### src/rtl/ahb_matrix_pkg.sv
// Shared AHB bus-matrix definitions: transfer/response encodings, decode width, default-slave states
// and the inclusive region-compare helper.
package ahb_matrix_pkg;

    localparam int DEC_ADDR_W = 22;

    localparam logic [1:0] HTRANS_IDLE   = 2'b00;
    localparam logic [1:0] HTRANS_BUSY   = 2'b01;
    localparam logic [1:0] HTRANS_NONSEQ = 2'b10;
    localparam logic [1:0] HTRANS_SEQ    = 2'b11;

    localparam logic [1:0] HRESP_OKAY  = 2'b00;
    localparam logic [1:0] HRESP_ERROR = 2'b01;

    typedef enum logic [1:0] {
        DS_IDLE = 2'd0,
        DS_ERR1 = 2'd1,
        DS_ERR2 = 2'd2
    } ds_state_t;

    // Inclusive bounds at 1 KB granularity (addr is HADDR[31:10]).
    function automatic logic addr_in_range(input logic [DEC_ADDR_W-1:0] addr,
                                           input logic [DEC_ADDR_W-1:0] lo,
                                           input logic [DEC_ADDR_W-1:0] hi);
        return (addr >= lo) && (addr <= hi);
    endfunction

endpackage

### src/rtl/ahb_matrix_default_slave_ah.sv
// Default slave for unmapped addresses: answers every NONSEQ/SEQ with the two-cycle AHB ERROR
// response and IDLE/BUSY with a zero-wait OKAY. Asynchronous active-high reset.
module ahb_matrix_default_slave_ah
    import ahb_matrix_pkg::*;
(
    input  logic       HCLK,
    input  logic       HRESET,
    input  logic       xfer_req,
    output logic       ds_readyout,
    output logic [1:0] ds_resp
);

    ds_state_t state_reg;
    ds_state_t state_next;

    always_ff @(posedge HCLK or posedge HRESET) begin
        if (HRESET) begin
            state_reg <= DS_IDLE;
        end else begin
            state_reg <= state_next;
        end
    end

    always_comb begin
        state_next  = state_reg;
        ds_readyout = 1'b1;
        ds_resp     = HRESP_OKAY;
        case (state_reg)
            DS_IDLE: begin
                if (xfer_req) state_next = DS_ERR1;
            end
            DS_ERR1: begin
                ds_readyout = 1'b0;
                ds_resp     = HRESP_ERROR;
                state_next  = DS_ERR2;
            end
            DS_ERR2: begin
                ds_resp    = HRESP_ERROR;
                state_next = xfer_req ? DS_ERR1 : DS_IDLE;
            end
            default: state_next = DS_IDLE;
        endcase
    end

endmodule

### src/rtl/ahb_matrix_decode_param.sv
// Bus-matrix input-stage decoder: region decode, one-hot output-port select, data-phase response mux.
// Optional macro AHB_DECODE_REMAP_EN adds the remap input that moves port0 to REMAP_BASE..REMAP_LIMIT.
module ahb_matrix_decode_param
    import ahb_matrix_pkg::*;
#(
    parameter int                           NUM_MI       = 2,
    parameter int                           RDATA_W      = 32,
    parameter int                           RUSER_W      = 32,
    parameter logic [NUM_MI*DEC_ADDR_W-1:0] REGION_BASE  = {22'h100000, 22'h080000},
    parameter logic [NUM_MI*DEC_ADDR_W-1:0] REGION_LIMIT = {22'h13ffff, 22'h08003f},
    parameter logic [DEC_ADDR_W-1:0]        REMAP_BASE   = 22'h000000,
    parameter logic [DEC_ADDR_W-1:0]        REMAP_LIMIT  = 22'h00003f
) (
    input  logic                      HCLK,
    input  logic                      HRESET,
    input  logic                      HREADYS,
    input  logic                      sel_dec,
    input  logic [DEC_ADDR_W-1:0]     decode_addr_dec,
    input  logic [1:0]                trans_dec,
    input  logic [NUM_MI-1:0]         active_dec_vec,
    input  logic [NUM_MI-1:0]         readyout_dec_vec,
    input  logic [2*NUM_MI-1:0]       resp_dec_vec,
    input  logic [RDATA_W*NUM_MI-1:0] rdata_dec_vec,
    input  logic [RUSER_W*NUM_MI-1:0] ruser_dec_vec,
`ifdef AHB_DECODE_REMAP_EN
    input  logic                      remap,
`endif
    output logic [NUM_MI-1:0]         sel_dec_vec,
    output logic                      active_dec,
    output logic                      HREADYOUTS,
    output logic [1:0]                HRESPS,
    output logic [RDATA_W-1:0]        HRDATAS,
    output logic [RUSER_W-1:0]        HRUSERS
);

    localparam logic [NUM_MI:0] DS_PORT = {1'b1, {NUM_MI{1'b0}}};

    logic              remap_act;
    logic [NUM_MI-1:0] region_hit;
    logic [NUM_MI-1:0] first_hit;
    logic [NUM_MI:0]   addr_port;
    logic [NUM_MI:0]   data_port_reg;
    logic              ds_req;
    logic              ds_readyout;
    logic [1:0]        ds_resp;

`ifdef AHB_DECODE_REMAP_EN
    assign remap_act = remap;
`else
    assign remap_act = 1'b0;
`endif

    generate
        for (genvar gi = 0; gi < NUM_MI; gi++) begin : g_region
            localparam logic [DEC_ADDR_W-1:0] BASE  = REGION_BASE[gi*DEC_ADDR_W +: DEC_ADDR_W];
            localparam logic [DEC_ADDR_W-1:0] LIMIT = REGION_LIMIT[gi*DEC_ADDR_W +: DEC_ADDR_W];
            logic in_region;
            assign in_region = addr_in_range(decode_addr_dec, BASE, LIMIT);
            if (gi == 0) begin : g_port0
                logic in_remap;
                assign in_remap       = addr_in_range(decode_addr_dec, REMAP_BASE, REMAP_LIMIT);
                assign region_hit[gi] = remap_act ? in_remap : in_region;
            end else begin : g_portn
                assign region_hit[gi] = in_region;
            end
        end
    endgenerate

    // Isolate the lowest set bit so the lowest-index port wins on overlapping regions.
    assign first_hit = region_hit & (~region_hit + NUM_MI'(1));

    // An IDLE keeps pointing at the port that owns the current data phase.
    always_comb begin
        if (trans_dec == HTRANS_IDLE && !data_port_reg[NUM_MI]) begin
            addr_port = data_port_reg;
        end else if (|region_hit) begin
            addr_port = {1'b0, first_hit};
        end else begin
            addr_port = DS_PORT;
        end
    end

    assign sel_dec_vec = (sel_dec && !HRESET) ? addr_port[NUM_MI-1:0] : '0;
    assign active_dec  = |(addr_port & {1'b1, active_dec_vec});
    assign ds_req      = addr_port[NUM_MI] & sel_dec & HREADYS &
                         ((trans_dec == HTRANS_NONSEQ) || (trans_dec == HTRANS_SEQ));

    always_ff @(posedge HCLK or posedge HRESET) begin
        if (HRESET) begin
            data_port_reg <= DS_PORT;
        end else if (HREADYS) begin
            data_port_reg <= addr_port;
        end
    end

    ahb_matrix_default_slave_ah u_default_slave (
        .HCLK        (HCLK),
        .HRESET      (HRESET),
        .xfer_req    (ds_req),
        .ds_readyout (ds_readyout),
        .ds_resp     (ds_resp)
    );

    // AND-OR mux over the one-hot data-phase port; the default slave supplies no data.
    always_comb begin
        HREADYOUTS = data_port_reg[NUM_MI] & ds_readyout;
        HRESPS     = data_port_reg[NUM_MI] ? ds_resp : HRESP_OKAY;
        HRDATAS    = '0;
        HRUSERS    = '0;
        for (int i = 0; i < NUM_MI; i++) begin
            if (data_port_reg[i]) begin
                HREADYOUTS = HREADYOUTS | readyout_dec_vec[i];
                HRESPS     = HRESPS | resp_dec_vec[2*i +: 2];
                HRDATAS    = HRDATAS | rdata_dec_vec[RDATA_W*i +: RDATA_W];
                HRUSERS    = HRUSERS | ruser_dec_vec[RUSER_W*i +: RUSER_W];
            end
        end
    end

endmodule
### config.mk
export PLATFORM = sky130hd
export DESIGN_NAME = ahb_matrix_decode_param
export DESIGN_NICKNAME = d
export VERILOG_FILES = /design/src/rtl/ahb_matrix_pkg.sv /design/src/rtl/ahb_matrix_default_slave_ah.sv /design/src/rtl/ahb_matrix_decode_param.sv
export SDC_FILE = /design/constraint.sdc
export NUM_CORES = 1
export LEC_CHECK = 0
export BUFFER_PORTS_ARGS = -buffer_cell sky130_fd_sc_hd__buf_2
export CORE_AREA = 2 2 90 92
export CTS_BUF_LIST = sky130_fd_sc_hd__clkbuf_4
export DETAILED_ROUTE_END_ITERATION = 8
export DIE_AREA = 0 0 92 94
export GPL_TIMING_DRIVEN = 1
export PLACE_DENSITY = 0.61
export SETUP_SLACK_MARGIN = 0.4
export SKIP_CTS_REPAIR_TIMING = 1
export SLEW_MARGIN = 40
export SYNTH_ARGS = -nofsm -noshare
export SYNTH_HDL_FRONTEND = slang
export SYNTH_SLANG_ARGS = --single-unit
### constraint.sdc
create_clock -name HCLK -period 2.1 [get_ports HCLK]
set_clock_uncertainty 0.1 [all_clocks]
set_input_delay 0 -clock HCLK [delete_from_list [all_inputs] [get_ports HCLK]]
set_output_delay 0 -clock HCLK [all_outputs]
set_load 0.03 [all_outputs]
; ---- Yosys cells after proc, flatten, opt, wreduce, memory -nomap -nowiden
; Index checks and enable logic that the tools add are counted.
; W data, S select, Z words.
[op_classes]
bitwise_logic = 13
reduce_logical = 12
n_eq_ne = 5
n_addsub = 1
order_cmp = 4
n_mux = 17
[ops]
columns = operator, n
row1 = $mux W32, 4
row2 = $or A32 B32 Y32, 2
row3 = $ge A22 B20 Y1 const B, 1
row4 = $ge A22 B21 Y1 const B, 1
row5 = $le A22 B20 Y1 const B, 1
row6 = $le A22 B21 Y1 const B, 1
row7 = $mux W2, 5
row8 = $eq A2 B2 Y1 const B, 3
row9 = $mux W3, 2
row10 = $pmux W2 S3, 1
row11 = $mux W1, 5
row12 = $and A1 B1 Y1, 4
row13 = $logic_and A1 B1 Y1, 4
row14 = $logic_not A2 Y1, 2
row15 = $or A2 B2 Y2, 2
row16 = $reduce_or A2 Y1, 2
row17 = $and A3 B3 Y3, 1
row18 = $reduce_or A3 Y1, 1
row19 = $add A2 B1 Y2 const B, 1
row20 = $and A2 B2 Y2, 1
row21 = $eq A2 B1 Y1 const B, 1
row22 = $logic_not A1 Y1, 2
row23 = $ne A2 B1 Y1 const B, 1
row24 = $not A2 Y2, 1
row25 = 2 further kinds, 3
[word_totals]
word_cells = 54
reg_bits = 5
input_bits = 164
out_inout_bits = 70

; ---- Logic depth before layout (Yosys ltp)
[depth]
word_depth = 12
depth_mapped = 5
ltp_nobuf = 5

; ---- Hierarchy
; A second synthesis with hierarchy kept.
[hier_totals]
cells_unflattened = 135
area_unflattened_um2 = 1126.1
[modules_own_cells]
columns = module, area_each_um2, n_inst, seq_area_each_um2, cells_each
row1 = ahb_matrix_decode_param, 947.2, 1, 76.3, 116
row2 = ahb_matrix_default_slave_ah, 178.9, 1, 50.0, 19

; ---- Worst setup path after synthesis
; No wires, ideal clock.
[synth_path]
kind = register -> output
start = register data_port_reg[2]
end = output port active_dec
n_path_buf = 0
path_slack_ns = 0.443
path_stages_with_launch = 4
t_arrival_ns = 1.557
t_required_ns = 2.000
path_cell_list = dfstp_2 nor3_1 mux2_2 a221o_1
[synth_between]
elab_chain_len = 5
[synth_rtl]
columns = element, line
row1 = from (decl), ahb_matrix_decode_param.sv:42  ; logic [NUM_MI:0] data_port_reg;
row2 = from (signal assigned), ahb_matrix_decode_param.sv:92  ; data_port_reg <= addr_port;
row3 = $logic_not A1 Y1, ahb_matrix_decode_param.sv:74  ; if (trans_dec == HTRANS_IDLE && !data_port_reg[NUM_MI]) begin
row4 = $logic_and A1 B1 Y1, ahb_matrix_decode_param.sv:74
row5 = $mux W3 *, ahb_matrix_decode_param.sv:74
row6 = $and A3 B3 Y3 *, ahb_matrix_decode_param.sv:84  ; assign active_dec = |(addr_port & {1'b1, active_dec_vec});
row7 = $reduce_or A3 Y1 *, ahb_matrix_decode_param.sv:84
row8 = to (decl), ahb_matrix_decode_param.sv:29  ; output logic active_dec,
; Mark *: on every way between the ends. The rest lies on a longest branch, timed or not.

; ---- Final worst setup path
; Ends and elaborated chain as after synthesis.

==> impl_metrics.tcl <==
set metrics [dict create \
    status "complete, but fails checks" \
    violations "negative hold slack" \
    max_freq_mhz 563 \
    fin_ws_ns 0.322 \
    antenna_left 0 \
    remaining_drc_errors 0 \
    holdPathStages 3 \
    portBuffers 227 \
    grt_start_max_net_pins 42 \
    place_inst 443 \
    ir_worst_vdd_mv 0.462 \
    hold_viol 1 \
    vias 2040 \
    rrSetupSlack_ns 0.70 \
    synth_edf_count 0 \
    yosys-top-cells-area "a22o_1, dfrtp_1, ha_1, clkbuf_1, mux2_2" \
    post_drt_wl_per_cell_um 14.2 \
    grt_pass1_vias 1865 \
    cpPeakStageDelay_ns 0.58 \
    finalSetupTns_ns 0 \
    row_count 32 \
    grt_overflow 0 \
    cts_tree "done" \
    finalCritPeriodShare 0.846 \
    clkLatencyLatePin_ns 0.26 \
    drt-total-wl_mm 6.44 \
    syn_inst 127 \
    register_area_um2 131 \
    cp_top_family "flip-flops" \
    cts_max_path_buffers 2 \
    path_class "reg2out" \
    ys_types 26 \
    crit_slowest_cell "dfstp_2" \
    critPathLaunchType "flip-flop" \
    required_ns 2.00 \
    netlist_top_cells_count "a22o_1, clkbuf_1, inv_1" \
    ys_seq_area_frac 0.119 \
    fin_crit_ns 1.78 \
    core_um2 7610 \
    start_util 0.140 \
    crit_path_end_kind "output port" \
    grtUsageTotal 0.127 \
    avgSynthCellArea_um2 8.36 \
    yosysTopAreaCell "a22o_1" \
    viasPerCell 4.50 \
    routabilityCongestion 0.767 \
    min_path_type "in2reg" \
    synth_top_area_share 0.536 \
    cts.sinks 5 \
    reg2reg_depth 5 \
    antenna_found_initial 2 \
    grt_first_pass_wirelength_mm 8.88 \
    synthFlopType "dfrtp_1" \
    dieWidth_um 92 \
    first_iter_violations 40 \
    crit_chain "nor3_4 > mux2_4 > a221o_1 > buf_6" \
    synthesis.nets 295 \
    multi_input_area_um2 860 \
    ys_ff_latch 5 \
    p_per_area_nw_per_um2 328 \
    cp_num_buf_inv 1 \
    root_buffer "clkbuf_4" \
    maxSlewViolCount 0 \
    clk_pin_slew_ns 0.05 \
    fin_nets 519 \
    largest_reg_flops 3 \
    timing.hold.ws_ns -0.000881 \
    async_flop_share 1.00 \
    yosysWarnings 0 \
    drv_cap 0 \
    synthToLayoutAreaGrowth_pct 126 \
    synth_most_common_cell "a22o_1" \
    reg2reg_from "u_default_slave.state_reg[0]" \
    worst_slew_pin_slew_ns 0.356 \
    cts_max_level 1 \
    crit_fanout 5 \
    worstHoldStart "decode_addr_dec[18]" \
    synth_area_um2 1060 \
    fp.dieH_um 94 \
    final_cell_count_no_fill 453 \
    p_leak_nw 1.49 \
    drive_gt1_frac 0.709 \
    slew_headroom 0.763 \
    cts_buffers 3 \
    pre_cts_ws_ns 0.301 \
    ioPinCount 234 \
    worstPathArrival_ns 1.68 \
    finalSetupViolations 0 \
    nFillCells 835 \
    hold_end "data_port_reg[1]" \
    r2r_end "u_default_slave.state_reg[0]" \
    drt_pre_antenna_iters 4 \
    dieArea_um2 8650 \
    rsz0062_at_grt "true" \
]
-- metal layers --
metal	routed length (um)	track usage	up-vias
met5	10	0	-
met4	38	0.0236	2
met3	721	0.0369	7
met2	3220	0.229	136
met1	2460	0.149	921
li1	-	-	974
-- cell families after synthesis --
group | count (synthesis) | share of synthesized area
AO/OA/AOI/OAI | 74 | 0.602
buffers and inverters | 24 | 0.0860
AND/OR/NAND/NOR | 16 | 0.100
flip-flops | 5 | 0.119
multiplexers | 4 | 0.0459
adder cells (fa/ha/maj) | 4 | 0.0471
-- stage by stage --
| stage | instance area, um^2 | power, mW | hold slack, ns | util |
|---|---|---|---|---|
| 3_3_place_gp | 2300 | 0.605 | -0.171 | 0.303 |
| 6_report | 2400 | 0.788 | -0.000881 | 0.316 |
| 4_1_cts | 2330 | 0.751 | -0.440 | 0.307 |
| 5_1_grt | 2400 | 0.837 | 0.0305 | 0.315 |
| 2_1_floorplan | 1060 | 0.387 | -0.314 | - |
| 3_5_place_dp | 2300 | 0.614 | -0.170 | 0.303 |
-- layout by cell type (no fill, tap or decap) --
| master | netlist | final |
|---|---|---|
| o21ai_2 | 1 | 1 |
| or4b_4 | 1 | 1 |
| nand4_2 | 1 | 1 |
| buf_6 | 0 | 1 |
| o211ai_1 | 1 | 1 |
| ha_1 | 4 | 4 |
| diode_2 | 0 | 1 |
| dfrtp_2 | 0 | 1 |
| a2111o_1 | 1 | 1 |
| buf_2 | 1 | 226 |
| mux2_2 | 3 | 2 |
| dlygate4sd3_1 | 0 | 2 |
| a22oi_1 | 1 | 1 |
| a22o_1 | 65 | 65 |
| nor2b_1 | 2 | 2 |
| nand2_1 | 4 | 4 |
| nor4_1 | 3 | 3 |
| nor3_4 | 0 | 1 |
| clkbuf_4 | 0 | 4 |
| a221o_1 | 1 | 1 |
| nor4b_1 | 1 | 1 |
| nor3_1 | 2 | 1 |
| nand2b_1 | 1 | 1 |
| and4_1 | 1 | 1 |
| dfrtp_1 | 4 | 2 |
| a222oi_1 | 1 | 1 |
| buf_12 | 0 | 1 |
| dfstp_2 | 1 | 1 |
| o21ai_0 | 3 | 3 |
| mux2_4 | 1 | 2 |
| inv_1 | 8 | 8 |
| buf_4 | 0 | 5 |
| dfrtp_4 | 0 | 1 |
-- layout make-up --
class | count | share of cell area
Antenna cell | 1 | 0.00104
Clock buffer | 4 | 0.0125
Inverter | 8 | 0.0125
Multi-Input combinational cell | 98 | 0.358
Sequential cell | 5 | 0.0547
Tap cell | 102 | 0.0532
Timing Repair Buffer | 235 | 0.508
-- how the worst max path moves through the flow --
stage                     start  depth (start not counted)    endpoint
2_1_floorplan  data_port_reg[2]                          3  active_dec
6_report       data_port_reg[2]                          4  active_dec
3_5_place_dp   data_port_reg[2]                          4  active_dec
5_1_grt        data_port_reg[2]                          4  active_dec
4_1_cts        data_port_reg[2]                          4  active_dec
3_3_place_gp   data_port_reg[2]                          4  active_dec
-- report_power, final --
part	switching, mW	internal (mW)	total [mW]
combinational	0.261	0.252	0.514
clock	0.0517	0.0855	0.137
sequential	0.0224	0.115	0.137
-- worst reg2reg max path: stages (launching register included) --
cell	delay (ns)
dfrtp_1	0.41
inv_1	0.09
ha_1	0.21
inv_1	0.06
a2111o_1	0.40
nand2_1	0.06
Note: power is estimated with default switching activity, not from simulation.
